--- config.mk ---
export PLATFORM = sky130hd
export DESIGN_NAME = regfile_wr_arbiter
export DESIGN_NICKNAME = d
export VERILOG_FILES = /design/src/rtl/regfile_wr_arbiter.sv
export SDC_FILE = /design/constraint.sdc
export NUM_CORES = 1
export LEC_CHECK = 0
export CAP_MARGIN = 20
export CORE_MARGIN = 2
export CORE_UTILIZATION = 35
export DETAILED_ROUTE_END_ITERATION = 10
export PLACE_DENSITY_LB_ADDON = 0.05
export SKIP_LAST_GASP = 1
export SLEW_MARGIN = 20
export SYNTH_ARGS = -nofsm -noshare
export SYNTH_HDL_FRONTEND = slang
export SYNTH_SLANG_ARGS = --single-unit
export TNS_END_PERCENT = 10
--- constraint.sdc ---
create_clock -name clk -period 2.2 [get_ports clk]
set_input_delay 0.44 -clock clk [delete_from_list [all_inputs] [get_ports clk]]
set_output_delay 0.44 -clock clk [all_outputs]
set_load 0.005 [all_outputs]
--- src/rtl/regfile_wr_arbiter.sv ---
// rtl/regfile_wr_arbiter.sv - two-requester register-file write arbiter with clear sequencer
//
// Purpose: round-robin arbitration between ALU writeback (A) and load
// writeback (B) onto a single registered write port (5-to-32 decoder address,
// enable and data). A clear request takes over the port for 32 cycles,
// writing zero to every register 0..31.
//
// Ports:
//   clk, rst_n            clock, synchronous active-low reset
//   clr_req               start the 32-register clear sequence
//   clr_busy              registered, high while the clear sequence runs
//   a_valid/a_addr/a_data requester A handshake inputs, a_ready output
//   b_valid/b_addr/b_data requester B handshake inputs, b_ready output
//   dec_a, dec_en         registered decoder address and enable
//   wr_data               registered write data
//   last_grant            registered, 0 = A granted last, 1 = B granted last

module regfile_wr_arbiter #(
  parameter int ZERO_REG = 1
) (
  input  logic        clk,
  input  logic        rst_n,
  input  logic        clr_req,
  output logic        clr_busy,
  input  logic        a_valid,
  input  logic [4:0]  a_addr,
  input  logic [31:0] a_data,
  output logic        a_ready,
  input  logic        b_valid,
  input  logic [4:0]  b_addr,
  input  logic [31:0] b_data,
  output logic        b_ready,
  output logic [4:0]  dec_a,
  output logic        dec_en,
  output logic [31:0] wr_data,
  output logic        last_grant
);

  typedef enum logic {
    ST_ARB   = 1'b0,
    ST_CLEAR = 1'b1
  } state_t;

  state_t      state_q;
  logic [4:0]  cnt_q;
  logic        last_grant_q;
  logic        dec_en_q;
  logic [4:0]  dec_a_q;
  logic [31:0] wr_data_q;
  logic        clr_busy_q;

  logic        arb_open;
  logic        grant_a;

  // Ready is only offered in ARB, out of reset, and when no clear is being
  // requested this cycle (the clear takes precedence over any transfer).
  assign arb_open = (state_q == ST_ARB) && rst_n && !clr_req;

  // A wins when it is alone, or on a tie when B was granted last.
  assign grant_a = a_valid && (!b_valid || last_grant_q);

  assign a_ready = arb_open && grant_a;
  assign b_ready = arb_open && b_valid && !grant_a;

  always_ff @(posedge clk) begin
    if (!rst_n) begin
      state_q      <= ST_ARB;
      cnt_q        <= 5'd0;
      last_grant_q <= 1'b1;
      dec_en_q     <= 1'b0;
      dec_a_q      <= 5'd0;
      wr_data_q    <= 32'd0;
      clr_busy_q   <= 1'b0;
    end else begin
      case (state_q)
        ST_ARB: begin
          if (clr_req) begin
            state_q    <= ST_CLEAR;
            cnt_q      <= 5'd0;
            clr_busy_q <= 1'b1;
            dec_en_q   <= 1'b0;
          end else if (a_ready) begin
            dec_a_q      <= a_addr;
            wr_data_q    <= a_data;
            // Writes to r0 complete the handshake but never reach the array.
            dec_en_q     <= !((ZERO_REG == 1) && (a_addr == 5'd0));
            last_grant_q <= 1'b0;
          end else if (b_ready) begin
            dec_a_q      <= b_addr;
            wr_data_q    <= b_data;
            dec_en_q     <= !((ZERO_REG == 1) && (b_addr == 5'd0));
            last_grant_q <= 1'b1;
          end else begin
            dec_en_q <= 1'b0;
          end
        end
        ST_CLEAR: begin
          // The clear writes r0 as well, regardless of ZERO_REG.
          dec_en_q  <= 1'b1;
          dec_a_q   <= cnt_q;
          wr_data_q <= 32'd0;
          cnt_q     <= cnt_q + 5'd1;
          if (cnt_q == 5'd31) begin
            state_q    <= ST_ARB;
            clr_busy_q <= 1'b0;
          end
        end
        default: begin
          state_q    <= ST_ARB;
          dec_en_q   <= 1'b0;
          clr_busy_q <= 1'b0;
        end
      endcase
    end
  end

  assign dec_en     = dec_en_q;
  assign dec_a      = dec_a_q;
  assign wr_data    = wr_data_q;
  assign last_grant = last_grant_q;
  assign clr_busy   = clr_busy_q;

endmodule

==> impl_metrics.yaml <==
run_status:
  run_status: "finished clean"
floorplan:
  dieArea_um2: 7570
  core_um2: 6720
  initial_core_util_pct: 35.9
  dieWidth_um: 87
  floorplan.rows: 30
  ios: 121
  die_y_um: 87
drt:
  vias_per_cell: 4.90
  first_pass_iters: 4
  routed-via-count: 2362
  route.detailed.drc: 0
  wl_per_cell_um: 13.5
  drt_wl_total_um: 6520
  drt_iter0_drc: 110
  ant_nets: 0
synthesis:
  synth_seq_cells: 46
  syn_area_per_cell_um2: 8.55
  async_flop_share_pct: 0
  synthCells: 282
  synth_top_area_share_pct: 38.2
  synth_ff_type: "dfxtp_1"
  synth_area_um2: 2410
  yosysWarnings: 0
  ys_seq_area_share_pct: 38.2
  synth_area_leaders: "dfxtp_1 38%, mux2i_1 14%, nor2b_1 10%"
  syn_nets: 364
  synth.distinct_cells: 29
  synth_edf_count: 0
  synth_top_cell_by_area: "dfxtp_1"
sta:
  finalSetupViolCount: 0
  report.final.hold_viol_count: 0
  slew_violations: 0
  worst_slack_ns: 0.145
  rsz0062_at_grt: "no"
  fmax_ghz: 0.487
  skew_ns: 0.00273
  worst_pin_slew_ns: 0.534
  min_period_over_period_pct: 93.4
  min_period_ns: 2.06
  relSlewSlack_pct: 64.4
pwr:
  clkPwrFrac_pct: 28.5
  total_leakage_power_nw: 1.66
  power.density_nw_per_um2: 492
  intPower_mw: 1.41
  pwr-share-comb_pct: 23.6
  power.switching_mw: 0.465
  seqPwrFrac_pct: 47.9
  vdd_drop_max_uv: 238
  sw_frac_of_total_pct: 24.9
  power_mw: 1.87
place:
  portBuffers: 120
  hpwl_um: 4700
  preCtsSetupSlack_ns: -0.143
  place_congestion: 0.736
clock_tree:
  cts_tree: "yes"
  hold_buffers: 0
  clk_pin_slew_ns: 0.08
  insertion_delay_ns: 0.29
  cts_root_buf: "clkbuf_8"
  cts_buffer_depth: 2
  cts_max_level: 2
  numCtsBuffers: 5
  clock-sinks: 46
  postCtsSetupBuffers: 0
critical_path:
  cp_max_fo: 4
  cp-start-kind: "input pin"
  crit_path_cell_trace: "clkdlybuf4s50_1 > nor3b_4 > nand3_2 > inv_1 > dlygate4sd2_1"
  cpLargestDelayFamily: "buffers and inverters"
  r2r_start: "state_q$_SDFF_PN0_"
  rr_endpoint: "cnt_q[2]$_SDFFE_PN0P_"
  cp.required_ns: 1.76
  worst_setup_path_end_kind: "output pin"
  critPathBufInv: 3
  reg2regPathDepth: 5
  critPathSlowestCell: "clkdlybuf4s50_1"
  cp.arrival_ns: 1.62
  slowest_delay_ns: 0.52
  r2r_setup_slack_ns: 0.61
  crit_type: "in2out"
grt:
  grt_max_degree: 54
  grt_pass1_vias: 2226
  antenna_found_initial: 0
  grtUsageTotal_pct: 16.7
  grt-ovfl-total: 0
  grt_pass1_wl_um: 10100
layout:
  antenna_cells: 0
  nets: 483
  drive_gt1_share_pct: 7.21
  layout_common_cells: "118 x clkdlybuf4s50_1, 45 x dfxtp_1, 39 x nor2b_1"
  syn_to_final_growth_pct: 58.0
  final_common_cell: "clkdlybuf4s50_1"
hold_path:
  hold_path_class: "reg2reg"
  whs_path_depth: 2
  hold_end: "dec_a[4]$_SDFFE_PN0P_"
  hold_start: "dec_a[4]$_SDFFE_PN0P_"
job:
  drv_cap: 0
[synthesized netlist by cell type, types with 3 or more instances]
master / number
nor2_1: 11
nand3_1: 8
a21oi_1: 38
nor3_1: 3
o21ai_1: 18
buf_2: 7
nand2b_1: 4
nor2b_1: 39
nand2_1: 11
dfxtp_1: 46
nor3b_1: 3
mux2i_1: 33
ha_1: 3
o31ai_1: 3
o21ai_0: 22
clkbuf_1: 10
buf_6: 6
o32a_1: 3
[worst min-delay path: stages (launching register included)]
cell and delay [ns]:
dfxtp_1 0.32, nor2_1 0.09, o31ai_1 0.06
[repair_timing]
item | 4_1_cts | 5_1_grt
gates resized for setup | 2 | 1
hold endpoints to repair | 0 | 0
pin swaps | 0 | 0
setup endpoints to repair | 2 | 1
gates cloned | 0 | 0
[sequential cells by signal, indices dropped and copies added, names as in the netlist]
signal      count
dec_a           5
wr_data        32
clr_busy        1
dec_en          1
last_grant      1
cnt_q           5
state_q         1
[stage by stage]
| step | std cells | hold WS (ns) | TNS, ns | utilization (%) | instance area [um2] |
|---|---|---|---|---|---|
| 6_report | 482 | 0.511 | 0 | 56.7 | 3810 |
| 3_5_place_dp | 474 | 0.503 | -0.192 | 55.2 | 3710 |
| 2_1_floorplan | 282 | 0.476 | 0 | - | 2410 |
| 5_1_grt | 482 | 0.541 | 0 | 56.7 | 3810 |
| 4_1_cts | 482 | 0.516 | -0.0517 | 56.6 | 3810 |
| 3_3_place_gp | 474 | 0.489 | -0.188 | 55.2 | 3710 |
[worst max-delay path by stage]
stage	slack, ns	endpoint	start	cells after the start
global placement	-0.13	a_ready	rst_n	5
detailed placement	-0.14	a_ready	rst_n	5
global route	0.06	a_ready	rst_n	5
floorplan	0.72	a_ready	clr_req	5
CTS	-0.05	b_ready	b_valid	4
finish	0.14	a_ready	rst_n	5
[cells by family (layout without fill, tap and decap cells)]
logic type	count (synthesis)	in the layout	synth area share, %
buffers and inverters	26	146	6.43
muxes	33	33	13.7
and+or+nand+nor	85	85	19.8
DFF	46	46	38.2
AOI/OAI and AO/OA	89	89	20.3
adders and majority gates	3	3	1.56
[area by class of cell]
class	instances	area, um2
clock buffer	7	86.3
timing repair buffer	136	1340
multi-input combinational	210	1350
tap	80	100
clock inverter	1	5.00
fill	633	2910
sequential	46	922
inverter	2	7.51
[metal layers]
metal	share of wire, %	global-route usage, %	vias to the layer above
li1	-	-	1223
met2	48	28.8	71
met4	0.72	4.40	0
met1	44	20.0	1063
met5	0	0	-
met3	6.8	5.40	5
[power by group through the flow]
stage                     registers [mW]  clock network [mW]  logic (mW)
after global routing               0.902               0.582       0.481
final                              0.897               0.534       0.442
after CTS                          0.897               0.557       0.447
after detailed placement           0.916                   0       0.444
after floorplan                    0.917                   0       0.177
after global placement             0.915                   0       0.442
(Power assumes the default switching activity.)
